===== config.mk =====
export PLATFORM = sky130hd
export DESIGN_NAME = serial_tc_engine_flat
export DESIGN_NICKNAME = d
export VERILOG_FILES = /design/src/rtl/serial_tc_engine_pkg.sv /design/src/rtl/serial_tc_engine_if.sv /design/src/rtl/serial_tc_engine_lane.sv /design/src/rtl/serial_tc_engine.sv /design/src/flat_wrapper.sv
export SDC_FILE = /design/constraint.sdc
export NUM_CORES = 1
export LEC_CHECK = 0
export ABC_AREA = 1
export CAP_MARGIN = 20
export CORE_ASPECT_RATIO = 0.6
export CORE_MARGIN = 5
export CORE_UTILIZATION = 29
export DETAILED_ROUTE_END_ITERATION = 8
export GPL_TIMING_DRIVEN = 0
export PLACE_DENSITY_LB_ADDON = 0.15
export SLEW_MARGIN = 25
export SYNTH_ARGS = -nofsm -noshare
export SYNTH_HDL_FRONTEND = slang
export SYNTH_SLANG_ARGS = --single-unit
export TNS_END_PERCENT = 5

===== constraint.sdc =====
create_clock -name t_clk -period 1.3 [get_ports t_clk]
set_clock_uncertainty 0.05 [all_clocks]
set_input_delay 0.13 -clock t_clk [delete_from_list [all_inputs] [get_ports t_clk]]
set_output_delay 0.13 -clock t_clk [all_outputs]
set_load 0.02 [all_outputs]

===== src/rtl/serial_tc_engine_pkg.sv =====
// Shared types and helpers for the bit-serial two's-complement negation engine.
package serial_tc_pkg;

   typedef enum logic {
      MODE_PASS = 1'b0,
      MODE_NEG  = 1'b1
   } mode_e;

   localparam int unsigned WORD_W_MAX = 32;
   localparam int unsigned LANES_MAX  = 8;

   // Packages cannot take parameters: this is the widest legal lane word.
   // Modules declare their own lane_word_t at their WORD_W.
   typedef logic [WORD_W_MAX-1:0] lane_word_max_t;

   function automatic int unsigned clog2(input int unsigned v);
      int unsigned res;
      res = 0;
      for (int unsigned p = 1; p < v; p = p << 1) begin
         res = res + 1;
      end
      return res;
   endfunction

endpackage


===== src/rtl/serial_tc_engine_if.sv =====
// Serial stream in, serial and parallel results out, for serial_tc_engine.
interface serial_tc_engine_if #(
   parameter int unsigned WORD_W = 8,
   parameter int unsigned LANES  = 1
);
   logic                    in_valid;
   logic [LANES-1:0]        in_bit;
   logic [LANES-1:0]        neg_en;
   logic                    out_valid;
   logic [LANES-1:0]        out_bit;
   logic                    word_done;
   logic [LANES*WORD_W-1:0] out_word;
   logic [LANES-1:0]        ovf;

   modport master (
      output in_valid, in_bit, neg_en,
      input  out_valid, out_bit, word_done, out_word, ovf
   );

   modport slave (
      input  in_valid, in_bit, neg_en,
      output out_valid, out_bit, word_done, out_word, ovf
   );
endinterface


===== src/rtl/serial_tc_engine_lane.sv =====
// One serial lane: mode latch, seen-one tracking, result shift register, overflow.
// SERIAL_TC_SAT_EN: saturate the parallel word of an overflowing lane.
module serial_tc_lane
   import serial_tc_pkg::*;
#(
   parameter int unsigned WORD_W = 8
) (
   input  logic              clk_i,
   input  logic              rst_i,
   input  logic              acc_i,
   input  logic              start_i,
   input  logic              end_i,
   input  logic              bit_i,
   input  logic              neg_en_i,
   output logic              out_bit_o,
   output logic [WORD_W-1:0] word_o,
   output logic              ovf_o
);

   typedef logic [WORD_W-1:0] lane_word_t;

   mode_e      mode_q, mode_d, mode_eff;
   logic       seen_q, seen_d, seen_eff;
   lane_word_t shreg_q, shreg_d;
   lane_word_t word_q, word_d;
   logic       out_bit_q, out_bit_d;
   logic       ovf_q, ovf_d;
   logic       y;
   logic       ovf_hit;

   always_comb begin
      // On a word's first bit the fresh neg_en and a cleared seen flag apply immediately.
      mode_eff  = start_i ? mode_e'(neg_en_i) : mode_q;
      seen_eff  = start_i ? 1'b0 : seen_q;
      y         = (mode_eff == MODE_NEG && seen_eff) ? ~bit_i : bit_i;
      ovf_hit   = (mode_eff == MODE_NEG) && !seen_eff && bit_i;

      mode_d    = mode_q;
      seen_d    = seen_q;
      shreg_d   = shreg_q;
      word_d    = word_q;
      out_bit_d = out_bit_q;
      ovf_d     = ovf_q;

      if (acc_i) begin
         mode_d    = mode_eff;
         seen_d    = seen_eff | bit_i;
         shreg_d   = {y, shreg_q[WORD_W-1:1]};
         out_bit_d = y;
         if (end_i) begin
            ovf_d = ovf_hit;
`ifdef SERIAL_TC_SAT_EN
            word_d = ovf_hit ? {1'b0, {(WORD_W-1){1'b1}}} : shreg_d;
`else
            word_d = shreg_d;
`endif
         end
      end
   end

   always_ff @(posedge clk_i) begin
      if (rst_i) begin
         mode_q    <= MODE_PASS;
         seen_q    <= 1'b0;
         shreg_q   <= '0;
         word_q    <= '0;
         out_bit_q <= 1'b0;
         ovf_q     <= 1'b0;
      end else begin
         mode_q    <= mode_d;
         seen_q    <= seen_d;
         shreg_q   <= shreg_d;
         word_q    <= word_d;
         out_bit_q <= out_bit_d;
         ovf_q     <= ovf_d;
      end
   end

   assign out_bit_o = out_bit_q;
   assign word_o    = word_q;
   assign ovf_o     = ovf_q;

endmodule


===== src/rtl/serial_tc_engine.sv =====
// Bit-serial two's-complement negation over LANES lanes sharing one framing counter.
// SERIAL_TC_SAT_EN (in serial_tc_lane) saturates overflowing parallel words.
module serial_tc_engine
   import serial_tc_pkg::*;
#(
   parameter int unsigned WORD_W = 8,
   parameter int unsigned LANES  = 1
) (
   input logic               t_clk,
   input logic               r,
   serial_tc_engine_if.slave bus
);

   localparam int unsigned CNT_W = clog2(WORD_W);

   logic [CNT_W-1:0]        bit_cnt_q, bit_cnt_d;
   logic                    out_valid_q, out_valid_d;
   logic                    word_done_q, word_done_d;
   logic                    cnt_first, cnt_last;
   logic [LANES-1:0]        lane_bit;
   logic [LANES-1:0]        lane_ovf;
   logic [LANES*WORD_W-1:0] lane_word;

   assign cnt_first = (bit_cnt_q == '0);
   assign cnt_last  = (bit_cnt_q == CNT_W'(WORD_W - 1));

   always_comb begin
      bit_cnt_d   = bit_cnt_q;
      out_valid_d = bus.in_valid;
      word_done_d = bus.in_valid && cnt_last;
      if (bus.in_valid) begin
         bit_cnt_d = cnt_last ? '0 : bit_cnt_q + CNT_W'(1);
      end
   end

   always_ff @(posedge t_clk) begin
      if (r) begin
         bit_cnt_q   <= '0;
         out_valid_q <= 1'b0;
         word_done_q <= 1'b0;
      end else begin
         bit_cnt_q   <= bit_cnt_d;
         out_valid_q <= out_valid_d;
         word_done_q <= word_done_d;
      end
   end

   for (genvar k = 0; k < LANES; k++) begin : g_lane
      serial_tc_lane #(.WORD_W(WORD_W)) u_lane (
         .clk_i    (t_clk),
         .rst_i    (r),
         .acc_i    (bus.in_valid),
         .start_i  (cnt_first),
         .end_i    (cnt_last),
         .bit_i    (bus.in_bit[k]),
         .neg_en_i (bus.neg_en[k]),
         .out_bit_o(lane_bit[k]),
         .word_o   (lane_word[k*WORD_W +: WORD_W]),
         .ovf_o    (lane_ovf[k])
      );
   end

   assign bus.out_valid = out_valid_q;
   assign bus.word_done = word_done_q;
   assign bus.out_bit   = lane_bit;
   assign bus.out_word  = lane_word;
   assign bus.ovf       = lane_ovf;

endmodule


===== src/flat_wrapper.sv =====
// flat-port wrapper written by rule: the top's interface ports become plain ports
module serial_tc_engine_flat import serial_tc_pkg::*;
#(
   parameter int unsigned WORD_W = 8,
   parameter int unsigned LANES  = 1
)
  (t_clk, r, bus_in_valid, bus_in_bit, bus_neg_en, bus_out_valid, bus_out_bit, bus_word_done, bus_out_word, bus_ovf);
  serial_tc_engine_if #(.WORD_W(WORD_W), .LANES(LANES)) bus_i ();
  input logic t_clk;
  input logic r;
  input wire logic [$bits(bus_i.in_valid)-1:0] bus_in_valid;
  input wire logic [$bits(bus_i.in_bit)-1:0] bus_in_bit;
  input wire logic [$bits(bus_i.neg_en)-1:0] bus_neg_en;
  output wire logic [$bits(bus_i.out_valid)-1:0] bus_out_valid;
  output wire logic [$bits(bus_i.out_bit)-1:0] bus_out_bit;
  output wire logic [$bits(bus_i.word_done)-1:0] bus_word_done;
  output wire logic [$bits(bus_i.out_word)-1:0] bus_out_word;
  output wire logic [$bits(bus_i.ovf)-1:0] bus_ovf;
  assign bus_i.in_valid = bus_in_valid;
  assign bus_i.in_bit = bus_in_bit;
  assign bus_i.neg_en = bus_neg_en;
  assign bus_out_valid = bus_i.out_valid;
  assign bus_out_bit = bus_i.out_bit;
  assign bus_word_done = bus_i.word_done;
  assign bus_out_word = bus_i.out_word;
  assign bus_ovf = bus_i.ovf;
  serial_tc_engine #(.WORD_W(WORD_W), .LANES(LANES)) u_core (.t_clk(t_clk), .r(r), .bus(bus_i));
endmodule

Yosys cells after proc, flatten, opt, wreduce, memory -nomap -nowiden --
Cells that the tools add are included.
Cells by class: reductions and logical operators 7, equal/unequal tests 1, bitwise operators 2, multiplexer cells 4, add/sub/neg operators 1
Operator list (count):
- 1-bit logical AND | 4
- 3-bit by 1-bit adder with 3-bit output, second input constant | 1
- 3-bit equality test, second input constant | 1
- 3-bit zero test | 1
- 1-bit two-way mux | 3
- 3-bit two-way mux | 1
- 2-bit AND reduction | 1
- 1-bit zero test | 1
- 1-bit inverter | 1
- 1-bit bitwise OR | 1
Word-level totals: register bits after elaboration 25, bits of input ports 5, logic and storage cells 24, output and inout port bits 12

Logic depth before layout (Yosys ltp) --
depth in word-level cells 5, mapped depth 8, depth with buffers taken out 8

Hierarchy --
A second synthesis with hierarchy kept.
Second synthesis, totals: cell total of the unflattened synthesis 116, area, all modules 929.6 um^2
Modules (own cells, without submodules):
- serial_tc_lane | cells an instance 89, area an instance 710.7 um^2, sequential area each 360.3 um^2, instances 1
- serial_tc_engine | cells an instance 27, area an instance 219.0 um^2, sequential area each 100.1 um^2, instances 1

Worst setup path before layout --
Ideal clock, no wire load.
path type reg2reg, start register u_core.bit_cnt_q[0], end register u_core.g_lane[0].u_lane.ovf_q, clock period less this slack 1.189 ns, cell stages (with the launch flop) 7, required time 1.191 ns, setup slack 0.111 ns, setup time 0.059 ns, buffers on the path 0, data arrival time 1.080 ns, path through dfxtp_1 ha_1 ha_1 nand2_2 nor3_1 nand3_1 nand2_1
On the way: cells in the longest elaborated chain, start to end 5, elaborated cells on any way between the ends 8, those cells by class eq/ne: 1; mux: 2; reduce/logical: 5
Ends and longest elaborated chain:
- start: declaration | RTL line serial_tc_engine.sv:16 | logic [CNT_W-1:0] bit_cnt_q, bit_cnt_d;
- start signal: assignment | RTL line serial_tc_engine.sv:42 | bit_cnt_q <= bit_cnt_d;
- 3-bit zero test | RTL line serial_tc_engine.sv:24 | assign cnt_first = (bit_cnt_q == '0);
- 1-bit two-way mux | RTL line serial_tc_engine_lane.sv:34 | seen_eff = start_i ? 1'b0 : seen_q;
- 1-bit zero test | RTL line serial_tc_engine_lane.sv:36 | ovf_hit = (mode_eff == MODE_NEG) && !seen_eff && bit_i;
- 1-bit logical AND (2 in series) | RTL line serial_tc_engine_lane.sv:36
- end signal: assignment | RTL line serial_tc_engine_lane.sv:75 | ovf_q <= ovf_d;
- end: declaration | RTL line serial_tc_engine_lane.sv:27 | logic ovf_q, ovf_d;
Parallel ways exist; a longest one is shown, timed or not. A chain may end at the register's enable or synchronous reset.

Worst setup path after layout --
start register u_core.bit_cnt_q[0], end register u_core.g_lane[0].u_lane.word_q[7]
On the way: cells in the longest elaborated chain, start to end 4, elaborated cells on any way between the ends 7, those cells by class eq/ne: 1; mux: 3; reduce/logical: 3
Ends and longest elaborated chain:
- 3-bit zero test | RTL line serial_tc_engine.sv:24
- 1-bit two-way mux, on equally long branches | RTL line serial_tc_engine_lane.sv:33, serial_tc_engine_lane.sv:34
- 1-bit logical AND | RTL line serial_tc_engine_lane.sv:35 | y = (mode_eff == MODE_NEG && seen_eff) ? ~bit_i : bit_i;
- 1-bit two-way mux | RTL line serial_tc_engine_lane.sv:35
- end signal: assignment | RTL line serial_tc_engine_lane.sv:73 | word_q <= word_d;
- end: declaration | RTL line serial_tc_engine_lane.sv:25 | lane_word_t word_q, word_d;
Parallel ways exist; a longest one is shown, timed or not.

==> metrics.txt <==
TritonCTS clock tree=done; die footprint=4296 sq um; Most common cell on crit path=nand2_1; Skew-Pair Late Insertion Delay=roughly 0.26 ns; I/O Pins=17; Crit Path Category=reg2reg; Cell variety after synth=18; Die Wd=81.35 um; outcome=finished, final reports clean; Worst-path clk slew=0.08 ns; CP Data Arrival Time=1.33 ns; Peak VDD IR=689.0 uV; ANT cells=0; Routed WL=1.900 mm; nets=140; Antenna Nets Post-Route=0; HP Start=u_core.g_lane[0].u_lane.shreg_q[1]; Worst-Margin Slew=around 0.42 ns; H-tree depth=1; GPL Wtd Cong=0.7368; Clock Path Buffers=2; Slowest-stage cell, CP=dfxtp_2; total power=1.333 mW; vias in the first global route=708; Max Slew Vio Count=0; RR Startpoint=u_core.bit_cnt_q[0]; DR WL/cell=10.98 um; Worst Hold Depth=2; initial core utilization=30.65%; Cells after Synth=111; Final Instance Area=1180 sq um; drt via density=4.272; Worst Path Required=1.41 ns; PD cells=between 1000 and 1500 nW/um^2; post-route minimum period=1.216 ns; first-pass GRT wire length=approximately 3.2 mm; Hold EP=u_core.g_lane[0].u_lane.word_o[0]; setup_tns=0 ns; gr usage total=9.938%; met1 Usage GRT=between 10% and 20%; R2R depth=6; Slew HR=72.21%; initial antenna violation count=0; Vias=739; row cnt=15; GRT Max-Usage Layer=met2; CTS buffer count=3; Core Area=2890 sq um; Final period util=93.55%; largest net degree at the start of global routing=13; Die Y=52.81 um; CP Max Fanout=8; share of cells above drive strength 1=14.50%; syn nets=approximately 120; Clock Tree Root=clkbuf_8; unrepaired setup endpoints after global routing=no; Largest stage delay, worst path=0.34 ns; area delta synth->final=33.19%; flop-to-flop setup slack=0.08 ns; syn_area_per_cell=7.981 sq um; gr ovfl total=0; Synth Warn #=0; dpl cell area=1099 sq um; PortBufs=16; sequential fraction of the synthesis area=51.98%; delay-heaviest family, CP=adder cells; post-detail-place hpwl=approximately 1.4 mm; DRT Pass-1 Iters=4; post-CTS setup buffer count=0; Setup crit end kind=flip-flop; met3 usage=5.155%; cts hold-fix bufs=0; fmax=~0.82 GHz; Reg2Reg Capture Point=u_core.g_lane[0].u_lane.word_o[7]; global-route met2 utilization=14.46%; flops & latches, synth=23; critical path startpoint category=flip-flop; crit path buf inv count=1; Final Hold Viols=0; sinks on the clock net=23; HP Class=reg2reg; leakage=0.5619 nW; setup violators final=0; DRC=0; Post-Synthesis Cell Area=885.9 sq um; Initial DRC Count=just over 40; max cap viols=0; worst path cell trace=ha_2, ha_4, nand2_2, clkinv_2, nand2_1, nand2_1
==> state kept, by name, summed over array words and instances, names as in the netlist <==
register	cells
u_core.bit_cnt_q	3
u_core.bus.out_valid	1
u_core.g_lane.u_lane.word_o	8
u_core.g_lane.u_lane.seen_q	1
u_core.g_lane.u_lane.ovf_o	1
u_core.g_lane.u_lane.shreg_q	7
u_core.g_lane.u_lane.mode_q	1
u_core.bus.word_done	1
==> routing by layer <==
layer	vias up	wire length [um]
met5	-	0
met4	0	7
met3	2	123
met2	14	730
met1	325	1038
li1	398	-
==> through the flow <==
stage	setup WS (ns)	std cells	util (%)	hold slack [ns]
floorplan	0.1111	111	-	0.1491
global placement	-0.1059	169	38.01	0.3805
detailed placement	-0.1284	169	38.01	0.3819
CTS	0.02026	173	39.52	0.4002
global route	0.002656	173	40.82	0.4239
finish	0.08380	173	40.82	0.3936
==> worst max path at each step <==
stage,start,end,slack [ns],cells past startpoint
6_report,u_core.bit_cnt_q[0],u_core.g_lane[0].u_lane.word_o[7],0.08,6
5_1_grt,u_core.bit_cnt_q[0],u_core.g_lane[0].u_lane.ovf_o,0.003,6
4_1_cts,u_core.bit_cnt_q[0],u_core.g_lane[0].u_lane.ovf_o,0.02,6
3_5_place_dp,r,u_core.g_lane[0].u_lane.word_o[7],-0.13,5
3_3_place_gp,r,u_core.g_lane[0].u_lane.word_o[0],-0.11,5
2_1_floorplan,u_core.bit_cnt_q[0],u_core.g_lane[0].u_lane.ovf_o,0.11,6
==> cells in the final DEF (no fill, tap or decap), drive strengths merged <==
cell type and n:
nand2 25, nor3 2, inv 9, dlygate4sd2 12, dfxtp 23, clkbuf 4, clkinv 1, a21oi 6
nand3 13, nor2 14, ha 3, clkdlybuf4s50 4, nand4 1, buf 3, o21ai 11
==> final cells by class <==
type	instances	area [sq um]
Buffer	3	23.77
Clock buffer	4	45.04
Fill cell	328	1710
Inverter	10	38.79
Multi-Input combinational cell	75	412.9
Sequential cell	23	461.7
Tap cell	42	52.55
Timing Repair Buffer	16	145.1
==> power breakdown <==
| part | switching (mW) | total, mW | internal [mW] | leakage (nW) |
|---|---|---|---|---|
| logic | 0.0832 | 0.138 | 0.0553 | 0.351 |
| registers | 0.0212 | 0.755 | 0.733 | 0.189 |
| clock network | 0.222 | 0.440 | 0.218 | 0.0228 |
==> repair_timing <==
| item | 4_1_cts | 5_1_grt |
|---|---|---|
| setup endpoints to repair | 15 | 4 |
| pin swaps | 0 | 0 |
| resized for setup | 16 | 7 |
==> cell families after synthesis <==
family / Yosys count / synth area share (%)
fa+ha+maj: 3 / 4.238
compound gates: 17 / 9.604
buf+inv: 13 / 7.062
flops: 23 / 51.98
simple gates: 55 / 27.12
==> worst min-delay path: cells and delay by family, from the launching register on <==
kind	cells	cell delay (ns)
DFF	1	0.33
and+or+nand+nor	2	0.09
==> cell usage after synthesis, drive strengths merged <==
cell type	count	area share (%)
a21oi	6	3.4
buf	3	2.7
clkinv	1	0.56
dfxtp	23	52
ha	3	4.2
inv	9	3.8
nand2	25	11
nand3	13	7.3
nand4	1	0.71
nor2	14	6.8
nor3	2	1.1
o21ai	11	6.2
Power figures use the tool's default switching activity.
